===== src/rtl/ft2232h_rx_reader.sv =====
// FT245 synchronous-FIFO receive engine: drains bytes from the FT2232H into a
// first-word-fall-through FIFO and presents them on a valid/ready byte stream.
module ft2232h_rx_reader #(
  parameter int unsigned DEPTH       = 16,
  parameter int unsigned STOP_MARGIN = 2
) (
  input  logic        clk_i,
  input  logic        rst_i,
  input  logic        rxf_n_i,
  input  logic [7:0]  adbus_i,
  output logic        oe_n_o,
  output logic        rd_n_o,
  output logic [7:0]  data_o,
  output logic        valid_o,
  input  logic        ready_i,
  output logic        overflow_o,
  output logic [31:0] rx_count_o
);

  localparam int unsigned Aw = $clog2(DEPTH);
  localparam logic [Aw:0] DepthW = (Aw + 1)'(DEPTH);
  localparam logic [Aw:0] StopW  = (Aw + 1)'(STOP_MARGIN);

  localparam logic [1:0] StIdle = 2'd0;
  localparam logic [1:0] StTurn = 2'd1;
  localparam logic [1:0] StRead = 2'd2;

  logic [1:0]    state_q, state_d;
  logic          oe_n_q, oe_n_d;
  logic          rd_n_q, rd_n_d;
  logic [Aw:0]   count_q, count_d;
  logic [Aw-1:0] wr_ptr_q, rd_ptr_q;
  logic [7:0]    mem_q [DEPTH];
  logic          overflow_q;
  logic [31:0]   rx_count_q;

  logic room, full, capture, pop, push, drop;

  assign full    = (count_q == DepthW);
  assign room    = ((DepthW - count_q) > StopW);
  // The chip hands over a byte on every edge where both strobes are asserted,
  // including the edge on which the FSM leaves READ.
  assign capture = !rd_n_q && !rxf_n_i;
  assign pop     = valid_o && ready_i;
  assign push    = capture && (!full || pop);
  assign drop    = capture && full && !pop;

  always_comb begin
    state_d = state_q;
    oe_n_d  = 1'b1;
    rd_n_d  = 1'b1;
    unique case (state_q)
      StIdle: begin
        if (!rxf_n_i && room) begin
          state_d = StTurn;
          oe_n_d  = 1'b0;
        end
      end
      StTurn, StRead: begin
        if (rxf_n_i || !room) begin
          state_d = StIdle;
        end else begin
          state_d = StRead;
          oe_n_d  = 1'b0;
          rd_n_d  = 1'b0;
        end
      end
      default: state_d = StIdle;
    endcase
  end

  always_comb begin
    count_d = count_q;
    unique case ({push, pop})
      2'b10:   count_d = count_q + 1'b1;
      2'b01:   count_d = count_q - 1'b1;
      default: count_d = count_q;
    endcase
  end

  always_ff @(posedge clk_i) begin
    if (rst_i) begin
      state_q    <= StIdle;
      oe_n_q     <= 1'b1;
      rd_n_q     <= 1'b1;
      count_q    <= '0;
      wr_ptr_q   <= '0;
      rd_ptr_q   <= '0;
      overflow_q <= 1'b0;
      rx_count_q <= '0;
    end else begin
      state_q <= state_d;
      oe_n_q  <= oe_n_d;
      rd_n_q  <= rd_n_d;
      count_q <= count_d;
      if (push) begin
        wr_ptr_q   <= wr_ptr_q + 1'b1;
        rx_count_q <= rx_count_q + 32'd1;
      end
      if (pop) begin
        rd_ptr_q <= rd_ptr_q + 1'b1;
      end
      if (drop) begin
        overflow_q <= 1'b1;
      end
    end
  end

  // Storage needs no reset; stale contents are unreachable once pointers clear.
  always_ff @(posedge clk_i) begin
    if (push && !rst_i) begin
      mem_q[wr_ptr_q] <= adbus_i;
    end
  end

  assign oe_n_o     = oe_n_q;
  assign rd_n_o     = rd_n_q;
  assign valid_o    = (count_q != '0);
  assign data_o     = valid_o ? mem_q[rd_ptr_q] : 8'h00;
  assign overflow_o = overflow_q;
  assign rx_count_o = rx_count_q;

endmodule


===== config.mk =====
export PLATFORM = sky130hd
export DESIGN_NAME = ft2232h_rx_reader
export DESIGN_NICKNAME = d
export VERILOG_FILES = /design/src/rtl/ft2232h_rx_reader.sv
export SDC_FILE = /design/constraint.sdc
export NUM_CORES = 1
export LEC_CHECK = 0
export ABC_AREA = 1
export BUFFER_PORTS_ARGS = -buffer_cell sky130_fd_sc_hd__clkbuf_2
export CAP_MARGIN = 10
export CORE_MARGIN = 8
export CORE_UTILIZATION = 55
export CTS_BUF_LIST = sky130_fd_sc_hd__clkbuf_4 sky130_fd_sc_hd__clkbuf_8
export DETAILED_ROUTE_END_ITERATION = 10
export GPL_TIMING_DRIVEN = 0
export PLACE_DENSITY = 0.75
export SETUP_SLACK_MARGIN = 0.15
export SLEW_MARGIN = 20
export SYNTH_ARGS = -nofsm -noshare
export SYNTH_HDL_FRONTEND = slang
export SYNTH_SLANG_ARGS = --single-unit

===== constraint.sdc =====
create_clock -name clk_i -period 7.75 [get_ports clk_i]
set_input_delay 0.3875 -clock clk_i [delete_from_list [all_inputs] [get_ports clk_i]]
set_output_delay 0.3875 -clock clk_i [all_outputs]
set_load 0.02 [all_outputs]

Word-level counts from Yosys, hierarchy flattened

Memories as Yosys holds them, arrays and structs flattened. A register that Yosys moved wholly into a read port is not among the register bits.
Cells that the tools add are included.

Shift operators: 0
Muxes and demuxes: 12
Divide/modulo/power cells: 0
Multipliers: 0
Bitwise operators: 1
$lt $le $gt $ge: 1
Reductions and logical operators: 20
Equal/unequal tests: 6
Add/sub/neg operators: 6

Operator list:

| cell                                                                            | number |
|---|---|
| 32-bit by 1-bit adder with 32-bit output, second input constant                 | 1 |
| 5-bit case mux with 2 select lines                                              | 1 |
| 4-bit by 1-bit adder with 4-bit output, second input constant                   | 2 |
| 4-bit 2-to-1 mux                                                                | 2 |
| 8-bit 2-to-1 mux                                                                | 1 |
| 1-bit logical AND                                                               | 7 |
| 1-bit logical NOT                                                               | 6 |
| 5-bit by 1-bit adder with 5-bit output, second input constant                   | 1 |
| 5-bit == test, second input constant                                            | 1 |
| 5-bit by 2-bit greater-than comparator with 1-bit output, second input constant | 1 |
| 5-bit nonzero test                                                              | 1 |
| 5-bit by 1-bit subtractor with 5-bit output, second input constant              | 1 |
| 5-bit subtractor, first input constant                                          | 1 |
| 2-bit by 1-bit == test with 1-bit output, second input constant                 | 2 |
| 2-bit == test, second input constant                                            | 2 |
| 1-bit 2-to-1 mux                                                                | 4 |
| 2-bit 2-to-1 mux                                                                | 2 |
| 2-bit case mux with 2 select lines                                              | 1 |
| 2-bit OR reduction                                                              | 2 |
| 2-bit logical NOT                                                               | 1 |
| 1-bit logical OR                                                                | 2 |
| 2-bit != test, second input constant                                            | 1 |
| 1-bit case mux with 2 select lines                                              | 1 |
| 2-bit nonzero test                                                              | 1 |
| 1-bit NOT                                                                       | 1 |

ROM bits: 0
Bits in registers: 50
Output and inout bits: 44
Bits in writable memories: 128
Bits in latches: 0
Word-level logic and storage cells: 55
Memories kept: 1
Input port bits: 12

Memories:

| name  | depth | bits a word | read ports | clocked after memory_dff | wr ports | RTL line | text |
|---|---|---|---|---|---|---|---|
| mem_q | 16    | 8           | 1          | 1                        | 1        | 33       | `logic [7:0] mem_q [DEPTH];` |

Depth between registers and ports, before layout

Depth in word-level cells: 7
Mapped depth: 19
Depth with buffers taken out: 18

Worst setup path after synthesis

No wires, ideal clock.

Path kind: register to register
Start point: reg count_q[0]
End point: mem mem_q[10][0], enable pin
Path slack: 5.201 ns
Period minus slack after synthesis: 2.549 ns
Arrival time: 2.179 ns
Library setup time: 0.370 ns
Required time: 7.380 ns
Stages on the path, launching flop included: 14
Cells stage by stage: dfxtp_1 inv_1 ha_1 nand2_1 nor2_1 ha_1 buf_6 clkinv_4 nand2_4 a21oi_4 buf_6 buf_2 nand2_1 nor2_1

Cells in the longest elaborated chain, start to end: 7
Elaborated cells between the ends (all ways): 9
Classes of those cells: eq/ne: 1; mux: 2; reduce/logical: 6

Ends and longest elaborated chain:

| what                                   | RTL line | text |
|---|---|---|
| from (decl)                            | 31       | `logic [Aw:0] count_q, count_d;` |
| from (signal assigned)                 | 95       | `count_q <= count_d;` |
| 5-bit nonzero test                     | 118      | `assign valid_o = (count_q != '0);` |
| net valid_o                            | 14       | `output logic valid_o,` |
| 1-bit logical AND                      | 44       | `assign pop = valid_o && ready_i;` |
| 1-bit logical OR                       | 45       | `assign push = capture && (!full \|\| pop);` |
| 1-bit logical AND                      | 45       |  |
| 1-bit logical AND                      | 111      | `if (push && !rst_i) begin` |
| 1-bit 2-to-1 mux                       | 111      |  |
| 1-bit 2-to-1 mux (not written as such) | 112      | `mem_q[wr_ptr_q] <= adbus_i;` |
| to (decl)                              | 33       |  |

The timed path passes the listed nets, and every way through them passes these cells.

Worst setup path after layout

Start point: reg count_q[0]
End point: mem mem_q[6][6], enable pin

Cells in the longest elaborated chain, start to end: 7
Elaborated cells between the ends (all ways): 9
Classes of those cells: eq/ne: 1; mux: 2; reduce/logical: 6

Ends and longest elaborated chain:

| what                                                   | RTL line |
|---|---|
| 5-bit == test or 5-bit nonzero test (tied branches)    | 39, 118 |
| 1-bit logical NOT or 1-bit logical AND (tied branches) | 45, 44 |
| 1-bit logical OR (*)                                   | 45 |
| 1-bit logical AND (*)                                  | 45 |
| 1-bit logical AND (*)                                  | 111 |
| 1-bit 2-to-1 mux (*)                                   | 111 |
| 1-bit 2-to-1 mux (not written as such) (*)             | 112 |

Mark *: on every way between the ends. The rest lies on a longest branch, timed or not.

==> results.py <==
metrics = {
    "route": {
        "drt_wl_total_um": 19690,
        "wl_per_cell_um": 17.56,
        "drc": 0,
        "drt_iter0_markers": 423,
        "vias": 6388,
        "ant_nets": 0,
        "viasPerCell": 5.698,
        "firstDrtPassIters": 8,
    },
    "placement": {
        "gp_congestion": 0.8962,
        "placedInstanceArea_mm2": 0.008646,
        "portBuffers": 55,
        "dp_hpwl_um": 13810,
    },
    "critical_path": {
        "cpLargestDelayFamily": "simple AND/OR/NAND/NOR gates",
        "cp-start-kind": "flop",
        "r2r_setup_slack_ns": 4.68,
        "path_depth": 13,
        "path_cells": "inv_1 -> ha_1 -> nand2_1 -> nor2_1 -> ha_1 -> buf_6 -> clkinv_4 -> nand2_4 -> a21oi_4 -> buf_6 -> buf_2 -> nand2_1 -> nor2_1",
        "crit_required_ns": 7.84,
        "cp_max_fo": 10,
        "critical_path_buf_inv_count": 5,
        "timing.rr.end": "mem_q[6][6]$_DFFE_PP_",
        "endpoint_kind": "flop",
        "crit_arrival_ns": 3.16,
        "worst-r2r-cell-count": 13,
        "critical_path_class": "reg2reg",
        "timing.rr.start": "count_q[0]$_SDFFE_PP0P_",
        "endpoint": "mem_q[6][6]$_DFFE_PP_",
        "critPathSlowestCell": "nor2_1",
        "startpoint": "count_q[0]$_SDFFE_PP0P_",
        "slowest_delay_ns": 0.62,
    },
    "floorplanning": {
        "start_util_pct": 56.22,
        "die_area_mm2": 0.01895,
        "die_w_um": 137.7,
        "fp.dieH_um": 137.7,
        "io_pins": 56,
        "fp-row-count": 44,
        "core_mm2": 0.01448,
    },
    "pwr": {
        "pwr_density_cell_mw_per_mm2": 289.9,
        "vdd_drop_max_v": 0.0001628,
        "intPower_uw": 1641,
        "power_frac_clock_pct": 24.3,
        "total_leakage_power_uw": 0.003272,
        "p_switching_uw": 979.0,
        "finalPower_uw": 2620,
        "pwr-share-seq_pct": 41.9,
        "power_frac_comb_pct": 33.8,
        "p_sw_share_pct": 37.36,
    },
    "global_route": {
        "grtUsageTotal_pct": 21.68,
        "grt_max_degree": 17,
        "grt_pass1_vias": 6052,
        "overflow": 0,
        "antenna_found_initial": 0,
        "grt_pass1_wl_um": 30800,
    },
    "clocking": {
        "post_cts_buffers": 0,
        "clk_path_buf_depth": 2,
        "cts.repair.resized": 0,
        "holdBufCountCts": 0,
        "clock_latency_ns": 0.46,
        "cts_num_sinks": 182,
        "cts_tree": "yes",
        "cts_buffers": 17,
        "path_clk_slew_ns": 0.08,
        "h-tree-depth": 4,
        "cts_root_buf": "clkbuf_8",
    },
    "synthesis": {
        "yosysUniqueCellTypes": 41,
        "netlist.area_leader.share_pct": 47.22,
        "yosysWarnings": 0,
        "synth-async-reset-ratio_pct": 0,
        "synth_cells": 850,
        "synth-seq-cells": 182,
        "synth_largest_area_cell": "edfxtp_1",
        "syn-num-nets": 875,
        "seq_area_frac_synth_pct": 60.50,
        "synth.avg_cell_area_um2": 9.577,
        "ys.flop_type": "edfxtp_1",
        "yosys-top-cells-area": "edfxtp_1 47%, dfxtp_1 13%, nor2_1 8.3%",
        "synth_area_mm2": 0.008140,
        "synth-edff-count": 128,
    },
    "run_status": {
        "status": "completed",
    },
    "timing": {
        "clock_skew_ns": 0.01803,
        "period_share_pct": 39.60,
        "period_minus_slack_ns": 3.069,
        "relSlewSlack_pct": 45.60,
        "finalSetupViolations": 0,
        "worstMarginPinSlew_ns": 0.8131,
        "whs_ns": 0.1878,
        "report.final.slew_viol_count": 0,
        "max_freq_mhz": 325.8,
        "finalSetupTns_ns": 0,
        "rsz0062_at_grt": "false",
        "hold_viol": 0,
    },
    "layout": {
        "layout.nets": 949,
        "final_area_mm2": 0.009037,
        "drive_gt1_share_pct": 13.34,
        "syn_to_final_growth_pct": 11.02,
        "antenna_cells": 0,
    },
    "job": {
        "maxCapViolCount": 0,
    },
    "min_path": {
        "hold_path_class": "in2reg",
    },
}
==> cells in the mapped netlist (2+ instances only) <==
cell type,instances
nor2_1,180
nand3_1,44
nor2_4,2
nor3_1,6
inv_2,5
a21oi_1,34
dfxtp_1,54
o21ai_0,88
nand4_1,10
xor2_1,2
nor3b_1,2
buf_6,3
o221ai_1,3
edfxtp_1,128
clkbuf_1,17
nand2_4,3
nand2_2,4
nand3b_1,3
a31oi_1,2
o211ai_1,29
nor2_8,2
buf_2,11
o21a_1,4
nand2_1,130
ha_1,13
inv_1,56
==> flip-flops by register name, indices dropped and copies added (netlist names), named ones only <==
signal,count
count_q,5
mem_q,128
oe_n_o,1
overflow_o,1
rd_n_o,1
rd_ptr_q,4
rx_count_o,32
state_q,2
wr_ptr_q,4
==> cells by family (layout without fill, tap and decap cells) <==
logic type / count (synthesis) / count (layout) / share of synthesized area, %
flops: 182 / 182 / 60.50
compound gates: 164 / 164 / 11.47
fa+ha+maj: 13 / 13 / 1.998
buf+inv: 95 / 182 / 4.934
xor+xnor: 3 / 3 / 0.3228
simple gates: 393 / 393 / 20.78
==> cells in the final DEF (no fill, tap or decap), drive strengths merged <==
cell type,Yosys,layout
xor2,2,2
clkinv,1,6
and3,1,1
o21a,4,4
inv,61,64
nor2,185,185
o21bai,1,1
o221ai,3,3
clkinvlp,0,2
nand4,10,10
nand2,137,137
ha,13,13
nor2b,1,1
a31oi,2,2
o211ai,29,29
or2,1,1
nor3,7,7
nor4,1,1
xnor2,1,1
dfxtp,54,54
bufinv,0,2
nand3,44,44
nand3b,3,3
nor3b,3,3
a211oi,1,1
o21ai,89,89
clkbuf,17,92
edfxtp,128,128
buf,16,16
a21oi,35,35
==> power by group through the flow <==
stage	combinational, µW	clock [µW]	sequential, µW
after floorplan	590	0	1120
after global placement	865	0	1120
after detailed placement	882	0	1120
after CTS	884	639	1100
after global routing	979	679	1100
final	886	636	1100
==> per-stage QoR <==
stage / utilization [%] / setup WS (ns) / cells
global route: 62.42 / 4.431 / 1121
finish: 62.42 / 4.681 / 1121
floorplan: - / 5.201 / 850
CTS: 62.42 / 4.626 / 1121
global placement: 59.71 / 4.704 / 1089
detailed placement: 59.71 / 4.639 / 1089
==> cell type report <==
cell class                      count  area, µm²
Buffer                             33      163.9
Clock buffer                       20      262.8
Clock inverter                     12      128.9
Fill cell                        1222       5441
Inverter                           62      237.7
Multi-Input combinational cell    573       2814
Sequential cell                   182       4925
Tap cell                          184      230.2
Timing Repair Buffer               55      275.3
==> worst min-delay path by stage <==
stage                                        start                  endpoint  cells past startpoint  slack (ns)
after floorplan           rd_ptr_q[3]$_SDFFE_PP0N_                      flop                      1        0.41
after global placement    rd_ptr_q[3]$_SDFFE_PP0N_                      flop                      1        0.43
after detailed placement  rd_ptr_q[3]$_SDFFE_PP0N_  rd_ptr_q[3]$_SDFFE_PP0N_                      1        0.43
after CTS                                    rst_i         oe_n_o$_SDFF_PP1_                      3        0.15
after global routing                         rst_i         oe_n_o$_SDFF_PP1_                      3        0.17
final                                        rst_i         oe_n_o$_SDFF_PP1_                      3        0.19
==> per-layer routing <==
metal,GRT usage [%],up-vias,share of wire [%]
met5,0,-,0
met2,36.50,311,47
li1,-,3064,-
met1,25.08,2959,40
met3,6.090,54,9.2
met4,10.20,0,3.9
==> tightest hold or removal path: cells and delay by family <==
kind | cells | cell delay, ns
buffers and inverters | 1 | 0.11
and+or+nand+nor | 2 | 0.12
(Power assumes the default switching activity.)
